--- config.mk ---
export PLATFORM = sky130hd
export DESIGN_NAME = pipe_hazard_unit_flat
export DESIGN_NICKNAME = d
export VERILOG_FILES = /design/src/rtl/pipe_hazard_unit_if.sv /design/src/rtl/pipe_hazard_unit.sv /design/src/flat_wrapper.sv
export SDC_FILE = /design/constraint.sdc
export NUM_CORES = 1
export LEC_CHECK = 0
export ABC_AREA = 1
export BUFFER_PORTS_ARGS = -buffer_cell sky130_fd_sc_hd__clkbuf_2
export CORE_MARGIN = 1
export CORE_UTILIZATION = 30
export DETAILED_ROUTE_END_ITERATION = 12
export GPL_ROUTABILITY_DRIVEN = 0
export PLACE_DENSITY = 0.67
export RECOVER_POWER = 50
export SYNTH_ARGS = -nofsm -noshare
export SYNTH_HDL_FRONTEND = slang
export SYNTH_SLANG_ARGS = --single-unit
--- constraint.sdc ---
create_clock -name clk -period 4 [get_ports clk]
set_clock_uncertainty 0.2 [all_clocks]
set_input_delay 0.4 -clock clk [delete_from_list [all_inputs] [get_ports clk]]
set_output_delay 0.4 -clock clk [all_outputs]
set_load 0.02 [all_outputs]
--- src/rtl/pipe_hazard_unit_if.sv ---
// ID-stage hazard/forwarding bundle: the pipeline (master) drives the instruction and operand
// fields, and the hazard unit (slave) returns the stall, the forwarded operands and the counters.
interface pipe_hazard_unit_if #(
    parameter int STAGES = 3,
    parameter int DATA_W = 32,
    parameter int ADDR_W = 5,
    parameter int SEL_W  = 2
);
    logic                     adv_en;
    logic                     flush;
    logic                     id_valid;
    logic [ADDR_W-1:0]        id_rs_addr;
    logic [ADDR_W-1:0]        id_rt_addr;
    logic                     id_rs_used;
    logic                     id_rt_used;
    logic                     id_wen;
    logic [ADDR_W-1:0]        id_wd_addr;
    logic                     id_is_load;
    logic [DATA_W-1:0]        rf_rs_data;
    logic [DATA_W-1:0]        rf_rt_data;
    logic [STAGES*DATA_W-1:0] stage_result;
    logic                     stall_id;
    logic [DATA_W-1:0]        fwd_rs_data;
    logic [DATA_W-1:0]        fwd_rt_data;
    logic [SEL_W-1:0]         fwd_rs_sel;
    logic [SEL_W-1:0]         fwd_rt_sel;
    logic [31:0]              stall_cnt;
    logic [31:0]              fwd_cnt;

    // Valid/ready note: there is no handshake; every field is sampled each cycle, and
    // the pipeline advances only when adv_en=1.
    modport master (
        output adv_en, flush, id_valid, id_rs_addr, id_rt_addr, id_rs_used, id_rt_used,
               id_wen, id_wd_addr, id_is_load, rf_rs_data, rf_rt_data, stage_result,
        input  stall_id, fwd_rs_data, fwd_rt_data, fwd_rs_sel, fwd_rt_sel, stall_cnt, fwd_cnt
    );
    modport slave (
        input  adv_en, flush, id_valid, id_rs_addr, id_rt_addr, id_rs_used, id_rt_used,
               id_wen, id_wd_addr, id_is_load, rf_rs_data, rf_rt_data, stage_result,
        output stall_id, fwd_rs_data, fwd_rt_data, fwd_rs_sel, fwd_rt_sel, stall_cnt, fwd_cnt
    );
endinterface

--- src/rtl/pipe_hazard_unit.sv ---
// Hazard tracking and operand forwarding for the ID stage over STAGES post-ID stages.
// Optional perf counters are enabled by defining HAZARD_PERF_EN.
module pipe_hazard_unit #(
    parameter int STAGES     = 3,
    parameter int DATA_W     = 32,
    parameter int ADDR_W     = 5,
    parameter int ALU_STAGE  = 0,
    parameter int LOAD_STAGE = 1,
    parameter int SEL_W      = 2
) (
    input logic               clk,
    input logic               rst_n,
    pipe_hazard_unit_if.slave bus
);
    typedef struct packed {
        logic              valid;
        logic              wen;
        logic [ADDR_W-1:0] waddr;
        logic              load;
    } rec_t;

    rec_t                rec [STAGES];
    logic [STAGES-1:0]   stage_rdy;
    logic [ADDR_W-1:0]   op_addr [2];
    logic [DATA_W-1:0]   rf_data [2];
    logic                op_hit  [2];
    logic                op_rdy  [2];
    logic [SEL_W-1:0]    op_sel  [2];
    logic [DATA_W-1:0]   op_data [2];
    logic                stall;

    assign op_addr[0] = bus.id_rs_addr;
    assign op_addr[1] = bus.id_rt_addr;
    assign rf_data[0] = bus.rf_rs_data;
    assign rf_data[1] = bus.rf_rt_data;

    always_ff @(posedge clk) begin
        if (!rst_n) begin
            for (int k = 0; k < STAGES; k++) rec[k] <= '0;
        end else if (bus.adv_en) begin
            if (stall || bus.flush) rec[0] <= '0;
            else rec[0] <= '{valid: bus.id_valid, wen: bus.id_wen,
                             waddr: bus.id_wd_addr, load: bus.id_is_load};
            for (int k = 1; k < STAGES; k++) rec[k] <= rec[k-1];
        end
    end

    always_comb begin
        for (int k = 0; k < STAGES; k++)
            stage_rdy[k] = (k >= (rec[k].load ? LOAD_STAGE : ALU_STAGE));
    end

    // Scan oldest to youngest so the youngest match overwrites older ones.
    always_comb begin
        for (int o = 0; o < 2; o++) begin
            op_hit[o]  = 1'b0;
            op_rdy[o]  = 1'b0;
            op_sel[o]  = '0;
            op_data[o] = rf_data[o];
            for (int k = STAGES - 1; k >= 0; k--) begin
                if (rec[k].valid && rec[k].wen && rec[k].waddr == op_addr[o] &&
                    rec[k].waddr != '0) begin
                    op_hit[o]  = 1'b1;
                    op_rdy[o]  = stage_rdy[k];
                    op_sel[o]  = SEL_W'(k + 1);
                    op_data[o] = bus.stage_result[k*DATA_W +: DATA_W];
                end
            end
            // A not-yet-ready producer falls back to the regfile value while ID stalls.
            if (op_hit[o] && !op_rdy[o]) begin
                op_sel[o]  = '0;
                op_data[o] = rf_data[o];
            end
        end
    end

    assign stall = bus.id_valid && !bus.flush &&
                   ((bus.id_rs_used && op_hit[0] && !op_rdy[0]) ||
                    (bus.id_rt_used && op_hit[1] && !op_rdy[1]));

    assign bus.stall_id    = stall;
    assign bus.fwd_rs_data = op_data[0];
    assign bus.fwd_rt_data = op_data[1];
    assign bus.fwd_rs_sel  = op_sel[0];
    assign bus.fwd_rt_sel  = op_sel[1];

`ifdef HAZARD_PERF_EN
    logic [31:0] stall_cnt_q;
    logic [31:0] fwd_cnt_q;
    logic        fwd_evt;

    assign fwd_evt = bus.adv_en && bus.id_valid && !stall && !bus.flush &&
                     ((bus.id_rs_used && op_sel[0] != '0) ||
                      (bus.id_rt_used && op_sel[1] != '0));

    always_ff @(posedge clk) begin
        if (!rst_n) begin
            stall_cnt_q <= '0;
            fwd_cnt_q   <= '0;
        end else begin
            if (bus.adv_en && stall && stall_cnt_q != 32'hFFFF_FFFF)
                stall_cnt_q <= stall_cnt_q + 32'd1;
            if (fwd_evt && fwd_cnt_q != 32'hFFFF_FFFF)
                fwd_cnt_q <= fwd_cnt_q + 32'd1;
        end
    end

    assign bus.stall_cnt = stall_cnt_q;
    assign bus.fwd_cnt   = fwd_cnt_q;
`else
    assign bus.stall_cnt = '0;
    assign bus.fwd_cnt   = '0;
`endif
endmodule
--- src/flat_wrapper.sv ---
// flat-port wrapper written by rule: the top's interface ports become plain ports
module pipe_hazard_unit_flat 
#(
    parameter int STAGES     = 3,
    parameter int DATA_W     = 32,
    parameter int ADDR_W     = 5,
    parameter int ALU_STAGE  = 0,
    parameter int LOAD_STAGE = 1,
    parameter int SEL_W      = 2
)
  (clk, rst_n, bus_adv_en, bus_flush, bus_id_valid, bus_id_rs_addr, bus_id_rt_addr, bus_id_rs_used, bus_id_rt_used, bus_id_wen, bus_id_wd_addr, bus_id_is_load, bus_rf_rs_data, bus_rf_rt_data, bus_stage_result, bus_stall_id, bus_fwd_rs_data, bus_fwd_rt_data, bus_fwd_rs_sel, bus_fwd_rt_sel, bus_stall_cnt, bus_fwd_cnt);
  pipe_hazard_unit_if #(.STAGES(STAGES), .DATA_W(DATA_W), .ADDR_W(ADDR_W), .SEL_W(SEL_W)) bus_i ();
  input logic clk;
  input logic rst_n;
  input wire logic [$bits(bus_i.adv_en)-1:0] bus_adv_en;
  input wire logic [$bits(bus_i.flush)-1:0] bus_flush;
  input wire logic [$bits(bus_i.id_valid)-1:0] bus_id_valid;
  input wire logic [$bits(bus_i.id_rs_addr)-1:0] bus_id_rs_addr;
  input wire logic [$bits(bus_i.id_rt_addr)-1:0] bus_id_rt_addr;
  input wire logic [$bits(bus_i.id_rs_used)-1:0] bus_id_rs_used;
  input wire logic [$bits(bus_i.id_rt_used)-1:0] bus_id_rt_used;
  input wire logic [$bits(bus_i.id_wen)-1:0] bus_id_wen;
  input wire logic [$bits(bus_i.id_wd_addr)-1:0] bus_id_wd_addr;
  input wire logic [$bits(bus_i.id_is_load)-1:0] bus_id_is_load;
  input wire logic [$bits(bus_i.rf_rs_data)-1:0] bus_rf_rs_data;
  input wire logic [$bits(bus_i.rf_rt_data)-1:0] bus_rf_rt_data;
  input wire logic [$bits(bus_i.stage_result)-1:0] bus_stage_result;
  output wire logic [$bits(bus_i.stall_id)-1:0] bus_stall_id;
  output wire logic [$bits(bus_i.fwd_rs_data)-1:0] bus_fwd_rs_data;
  output wire logic [$bits(bus_i.fwd_rt_data)-1:0] bus_fwd_rt_data;
  output wire logic [$bits(bus_i.fwd_rs_sel)-1:0] bus_fwd_rs_sel;
  output wire logic [$bits(bus_i.fwd_rt_sel)-1:0] bus_fwd_rt_sel;
  output wire logic [$bits(bus_i.stall_cnt)-1:0] bus_stall_cnt;
  output wire logic [$bits(bus_i.fwd_cnt)-1:0] bus_fwd_cnt;
  assign bus_i.adv_en = bus_adv_en;
  assign bus_i.flush = bus_flush;
  assign bus_i.id_valid = bus_id_valid;
  assign bus_i.id_rs_addr = bus_id_rs_addr;
  assign bus_i.id_rt_addr = bus_id_rt_addr;
  assign bus_i.id_rs_used = bus_id_rs_used;
  assign bus_i.id_rt_used = bus_id_rt_used;
  assign bus_i.id_wen = bus_id_wen;
  assign bus_i.id_wd_addr = bus_id_wd_addr;
  assign bus_i.id_is_load = bus_id_is_load;
  assign bus_i.rf_rs_data = bus_rf_rs_data;
  assign bus_i.rf_rt_data = bus_rf_rt_data;
  assign bus_i.stage_result = bus_stage_result;
  assign bus_stall_id = bus_i.stall_id;
  assign bus_fwd_rs_data = bus_i.fwd_rs_data;
  assign bus_fwd_rt_data = bus_i.fwd_rt_data;
  assign bus_fwd_rs_sel = bus_i.fwd_rs_sel;
  assign bus_fwd_rt_sel = bus_i.fwd_rt_sel;
  assign bus_stall_cnt = bus_i.stall_cnt;
  assign bus_fwd_cnt = bus_i.fwd_cnt;
  pipe_hazard_unit #(.STAGES(STAGES), .DATA_W(DATA_W), .ADDR_W(ADDR_W), .ALU_STAGE(ALU_STAGE), .LOAD_STAGE(LOAD_STAGE), .SEL_W(SEL_W)) u_core (.clk(clk), .rst_n(rst_n), .bus(bus_i));
endmodule
=== Word level (Yosys, flattened, before mapping) ===
Memories as Yosys holds them, arrays and structs flattened.
Index checks and enable logic that the tools add are counted.

* Bits in registers: 0
* Memory bits (writable): 24
* Input port bits: 184
* Output and inout bits: 133
* Memories kept: 1

{| class="wikitable"
|+ Memories
! memory !! depth !! bits a word !! rd ports !! clocked after memory_dff !! wr ports !! line !! source
|-
| u_core.rec || 3 || 8 || 3 || 0 || 3 || pipe_hazard_unit.sv:22 || <nowiki>rec_t rec [STAGES];</nowiki>
|}

* $lt $le $gt $ge: 3
* Equality and inequality tests: 6
* Multiplexer cells: 47
* Bitwise gates (word level): 4
* Reductions and logical operators: 31

{| class="wikitable"
|+ Operators with widths
! operator !! number
|-
| 32-bit 2-to-1 mux || 8
|-
| 1-bit by 32-bit >= comparator with 1-bit output (first input constant) || 1
|-
| 2-bit by 32-bit >= comparator with 1-bit output (first input constant) || 1
|-
| 3-bit by 32-bit >= comparator with 1-bit output (first input constant) || 1
|-
| 8-bit 2-to-1 mux || 4
|-
| 5-bit equality test || 6
|-
| 1-bit 2-to-1 mux || 27
|-
| 1-bit logical AND || 23
|-
| 2-bit 2-to-1 mux || 8
|-
| 5-bit nonzero test || 3
|-
| 1-bit OR || 4
|-
| 1-bit logical NOT || 3
|-
| 1-bit logical OR || 2
|}

=== Logic depth before layout (Yosys ltp) ===
Gate-level depths: netlist (run 1).
An unclocked memory read counts as a cell.

* Depth in word-level cells: 18
* Mapped depth: 13
* Depth with buffers taken out: 12

=== Least setup slack after synthesis (run 1) ===
Ideal clock, no wire load.

* Kind: reg2out
* Start point: mem u_core.rec[0][11] (netlist bit)
* End point: out bus_fwd_rt_sel[1]
* Arrival: 1,740 ps
* Slack: 1,660 ps
* Cell stages (with the launch flop): 10
* Path buffers: 2
* Cells stage by stage: edfxtp_1 inv_2 nand2_1 nand2_1 nand2_1 nor2_1 nand2_1 buf_6 buf_6 a21boi_0

{| class="wikitable"
|+ RTL lines
! what !! line !! source
|-
| start, declared || pipe_hazard_unit.sv:22 ||
|-
| end, declared || flat_wrapper.sv:32 || <nowiki>output wire logic [$bits(bus_i.fwd_rt_sel)-1:0] bus_fwd_rt_sel;</nowiki>
|}

==> results of run 1 <==
[worst min-delay path, delay by kind of cell]
family        cells  cell delay [ps]
simple gates      1               80
buf+inv           2              100
[synthesized netlist by cell type]
library cell	number	area share, %
inv_1	99	7.7
xor2_1	1	0.18
o211ai_1	1	0.15
nor2_1	108	8.4
buf_2	31	3.2
inv_2	11	0.85
edfxtp_1	22	14
clkinv_1	1	0.077
a21boi_0	1	0.15
nand3_2	9	1.9
a21oi_1	3	0.31
xnor2_1	8	1.4
nand2_4	1	0.23
clkbuf_1	12	0.93
nand3_1	221	23
conb_1	1	0.077
nand3b_1	1	0.15
o21ai_0	4	0.41
buf_4	65	10
nor2_4	1	0.23
nand4_1	4	0.52
nand2_1	315	24
buf_6	8	1.9
nor2_2	3	0.39
[power by group through the flow]
stage          sequential, uW  combinational [uW]  clock, uW
2_1_floorplan             284                 278          0
3_3_place_gp              288                 413          0
3_5_place_dp              289                 414          0
4_1_cts                   284                 416        288
5_1_grt                   286                 459        297
6_report                  284                 416        287
[how the worst max path moves through the flow]
stage | cells after the start | from | slack (ps) | endpoint
6_report | 12 | u_core.rec[0][9] | 480 | bus_fwd_rs_data[17]
3_5_place_dp | 12 | u_core.rec[0][10] | 790 | bus_fwd_rs_data[17]
3_3_place_gp | 12 | u_core.rec[0][9] | 800 | bus_fwd_rs_data[17]
2_1_floorplan | 9 | u_core.rec[0][11] | 1660 | bus_fwd_rt_sel[1]
4_1_cts | 12 | u_core.rec[0][10] | 490 | bus_fwd_rs_data[17]
5_1_grt | 12 | u_core.rec[0][10] | 340 | bus_fwd_rs_data[17]
[cell usage in the layout (no fill, tap or decap)]
master | synthesis | layout
nor2_1 | 108 | 104
clkbuf_16 | 0 | 3
a21boi_0 | 1 | 1
nor2_2 | 3 | 1
nand3_2 | 9 | 10
nor2_4 | 1 | 7
bufinv_16 | 0 | 1
nand3_1 | 221 | 220
inv_2 | 11 | 11
conb_1 | 1 | 64
xnor2_1 | 8 | 8
nand3b_1 | 1 | 1
nand2_1 | 315 | 314
clkinv_1 | 1 | 1
buf_12 | 0 | 1
xor2_1 | 1 | 1
o211ai_1 | 1 | 1
buf_4 | 65 | 11
edfxtp_1 | 22 | 22
clkbuf_1 | 12 | 7
o21ai_0 | 4 | 4
nand4_1 | 4 | 4
a21oi_1 | 3 | 3
clkbuf_2 | 0 | 246
nand2_4 | 1 | 1
nand2_2 | 0 | 1
inv_1 | 99 | 99
[cells by family (layout without fill, tap and decap cells)]
family / after synthesis / after routing / share of synthesized area, %
XOR/XNOR: 9 / 9 / 1.63
buffers and inverters: 227 / 380 / 24.7
other: 1 / 64 / 0.0774
AO/OA/AOI/OAI: 9 / 9 / 1.03
AND/OR/NAND/NOR: 663 / 663 / 59.0
flip-flops: 22 / 22 / 13.6
[area by class of cell]
| type | count | share of cell area, % |
|---|---|---|
| repair buffers | 265 | 22.3 |
| multi-input cells | 745 | 53.8 |
| inverters | 111 | 6.84 |
| flip-flops and latches | 22 | 10.9 |
| clock buffers | 3 | 1.23 |
| well taps | 216 | 4.44 |
| clock inverters | 1 | 0.493 |
[routing by layer]
metal	wire length [um]	up-vias	share of wire, %	track usage (%)
li1	-	3216	-	-
met1	8100	2861	42	28.6
met2	9480	336	49	39.6
met3	1510	12	7.9	2.27
met4	125	0	0.65	3.11
met5	0	-	0	0
[stage by stage]
stage	total power, uW	setup WS (ps)	util, %	instance area, um2	hold WS (ps)
6_report	987	478	38.5	6090	235
5_1_grt	1040	337	38.5	6090	254
4_1_cts	988	492	38.5	6100	235
3_5_place_dp	703	786	37.9	6000	370
3_3_place_gp	701	800	37.9	6000	355
2_1_floorplan	562	1660	-	5080	345
==> results.cfg, run 1 <==
[timing]
period_share_pct = 88.1
drv_slew = 0
rsz0062_at_grt = no
max-slew-margin-rel_pct = 36.4
setup_tns_ps = 0
tightest_slew_ps = 952
finalSetupViolCount = 0
timing.fmax_mhz = 284
hold_viol_final = 0
fin_crit_ps = 3520

[global_routing]
grt_max_degree = 67
grt_pass1_vias = 5486
antenna_found_initial = 0
grt_overflow_total = 0
grt_pass1_wl_um = 28700
grt_use_total_pct = 21.9

[critical_path]
slowest_stage = nor2_4
reg2regPathDepth = 9
path_class = register to primary output
startpoint_type = register
critPathMaxStageDelay_ps = 490
crit_required_ps = 3400
reg2reg_to = u_core.rec[0][5]
cp_top_family = simple AND/OR/NAND/NOR gates
cpMostUsedCell = nand2_1
reg2reg_setup_slack_ps = 2060
critPathBufInv = 4
worstPathCellList = inv_1, nand2_1, nor2_1, nor2_1, nand2_1, buf_4, nand2_1, nor2_4, buf_4, nand2_1, nand3_1, clkbuf_2
cp.arrival_ps = 2920
endpoint_kind = primary output
cp_max_fo = 18
r2r_start = u_core.rec[0][3]

[detailed_routing]
first_iter_violations = 474
drc_errors = 0
drt-total-wl_um = 19200
drtAntennaViolNets = 0
wl_per_cell_um = 14.1
routed_via_density = 4.71
vias = 6425
dr.pass1.iters = 5

[clock_tree]
clock-sinks = 22
cts_hold_buf = 0
clockBufferDepth = 2
cts_inserted_buffers = 3
cts_tree = yes
cts_max_level = 1
cts_resized = 0
path_clk_slew_ps = 60
cts_setup_buffers = 0
clk_latency_ps = 260
root_buffer = clkbuf_16

[synth]
syn_area_um2 = 4850
ys_warn_count = 0
yosysUniqueCellTypes = 24
ys_ff_latch = 22
ys_seq_area_share_pct = 13.6
avgSynthCellArea_um2 = 5.21
synthCells = 931

[run_status]
status = complete, no violations

[hold_path]
hold_path_class = primary input to register
whs_endpoint = u_core.rec[0][3]
holdPathStages = 3
min_from = bus_id_wd_addr[2]

[floorplanning]
core.rowCount = 46
fp.dieW_um = 129
start_util_pct = 30.6
core_region_area_um2 = 15800
pin_count = 317
dieArea_um2 = 16700
dieHeight_um = 129

[cells_and_area]
reg_top3 = u_core.rec: 22 flops
antennaDiodeCount = 0
syn_to_final_growth_pct = 25.6
largest_reg_flops = 22
multi_input_area_um2 = 3270
final-seq-area_um2 = 661
nFillCells = 1811
fin_cells = 1363
nets = 1332
largest-register = u_core.rec
drive_gt1_share_pct = 25.5

[power]
powerDensity_nw_per_um2 = 162
ir_worst_vdd_v = 0.000197
p_clk_share_pct = 29.1
power_switching_uw = 372
combPwrFrac_pct = 42.1
power.internal_uw = 616
pwr-share-seq_pct = 28.8
power_leakage_uw = 0.00360
swShare_pct = 37.6

[run]
cap_viol_max_count = 0

[placement]
port_buffers = 252
placed_cells = 1359
hpwl_um = 14300
Note: power is estimated with default switching activity, not from simulation.
==> inputs of run 2 (changes only) <==
CORE_ASPECT_RATIO = 1.2   (was default)
REMOVE_ABC_BUFFERS = 1   (was default)
==> run 2 against run 1 <==
Final area is essentially flat. Final cell count shrank 0.59%. Sequential power is essentially flat. First-iteration DRC count shrank 9.9%. Global-route usage shrank 0.41 points. Clock power is essentially flat. Non-clock buffer count is the same. Maximum frequency grew 1.2%. Utilization grew 0.34 points. Critical path type unchanged. Critical endpoint is now bus_fwd_rs_data[31]. Highest routed layer unchanged.
==> results.cfg, run 2 (synthesis results as in run 1) <==
[power]
ir_worst_vdd_v = 0.000283
power_leakage_uw = 0.00360
powerDensity_nw_per_um2 = 162
power_uw = 985

[detailed_routing]
wl_met3_um = 1400
wl_met2_um = 9240
drtAntennaViolNets = 0
routed_via_density = 4.73
drt-total-wl_um = 18700
vias = 6405
dr.pass1.iters = 5
m1WireLength_um = 7560
drc_errors = 0
top_layer_used = met4
wl_per_cell_um = 13.8
first_iter_violations = 427

[clock_tree]
cts_tree = yes
cts_max_level = 1
cts_inserted_buffers = 3
root_buffer = clkbuf_16
clockBufferDepth = 2
cts_setup_buffers = 0
cts_resized = 0
path_clk_slew_ps = 60
clk_latency_ps = 260
clock-sinks = 22
cts_hold_buf = 0

[placement]
port_buffers = 252
hpwl_um = 14100
dpl_cell_area_um2 = 6000
placed_cells = 1351
pre_cts_slack_ps = 765

[critical_path]
reg2regPathDepth = 9
worst-path-stages = 11
cp_max_fo = 36
slowest_stage = nor2_4
crit_required_ps = 3400
cp.arrival_ps = 2880
endpoint_kind = primary output
critPathBufInv = 3
path_class = register to primary output
cp_top_family = simple AND/OR/NAND/NOR gates
critPathMaxStageDelay_ps = 490
worstPathCellList = inv_1, nand2_1, nor2_1, nor2_1, nand2_4, nand2_1, nor2_4, buf_4, nand2_1, nand3_1, clkbuf_2
cpMostUsedCell = nand2_1
startpoint_type = register

[floorplanning]
core.rowCount = 50
core_region_area_um2 = 15700
start_util_pct = 30.9
fp.dieW_um = 118
pin_count = 317
dieArea_um2 = 16700
dieHeight_um = 141

[run]
cap_viol_max_count = 0

[timing]
rsz0062_at_grt = no
period_share_pct = 87.0
fin_crit_ps = 3480
max-slew-margin-rel_pct = 36.0
tightest_slew_ps = 957
drv_slew = 0
fin_ws_ps = 520
holdWs_ps = 233
finalSetupViolCount = 0
timing.fmax_mhz = 287
hold_viol_final = 0

[cells_and_area]
syn_to_final_growth_pct = 25.7
drive_gt1_share_pct = 25.5
fin_cells = 1355
reg_top3 = u_core.rec: 22 flops
largest-register = u_core.rec
largest_reg_flops = 22
fin_area_um2 = 6090
antennaDiodeCount = 0
final_common_cell = nand2_1
nets = 1332
final_cell_mix = nand2_1, clkbuf_2, nand3_1

[global_routing]
grt_max_degree = 67
grt_use_total_pct = 21.5
grt_pass1_wl_um = 29300
grt_overflow_total = 0
antenna_found_initial = 0
grt_pass1_vias = 5856

[run_status]
status = complete, no violations

[hold_path]
holdPathStages = 3
hold_path_class = primary input to register
==> run 2: cell types whose count changed in the layout (fill, tap and decap cells not counted) <==
cell,change
buf_12,+1
buf_4,-1
inv_1,+1
inv_2,-1
nand2_1,-1
nand2_2,+1
==> run 2: final timing paths <==
kind                                   startpoint             endpoint  slack (ps)
worst max-delay path             u_core.rec[0][1]  bus_fwd_rs_data[31]         520
worst min-delay path               bus_id_is_load     u_core.rec[0][0]         230
worst max register to register   u_core.rec[0][2]     u_core.rec[0][6]        2140
worst min register to register  u_core.rec[0][14]    u_core.rec[0][22]         380
==> run 2: final cells by class <==
class | count | area, um2
fillers | 1785 | 9610
multi-input cells | 745 | 3280
repair buffers | 265 | 1370
flip-flops and latches | 22 | 661
inverters | 111 | 417
well taps | 208 | 260
clock buffers | 3 | 75.1
clock inverters | 1 | 30.0
==> run 2: routing by layer <==
metal	vias up	track usage [%]
met2	307	39.2
met1	2846	25.8
met3	36	2.99
li1	3216	-
met4	0	6.88
met5	-	0
==> run 2: worst register-to-register path, cell delays in order (launching register included) <==
cell and delay [ps]:
edfxtp_1 410, inv_2 70, nand2_1 70, nand3_1 70, nor2_1 230, nand4_1 130
nand2_1 80, nand2_1 70, nand2_1 210, nor2_1 70
==> run 2: where the power goes <==
group,switching (uW),internal (uW)
Clock,87.5,199
Combinational,269,147
Sequential,12.6,270
Total,369,616
==> run 2: metrics by stage <==
stage | util (%) | setup TNS (ps)
floorplan | - | -28940
global placement | 38.2 | 0
detailed placement | 38.2 | 0
CTS | 38.9 | 0
global route | 38.8 | 0
finish | 38.8 | 0
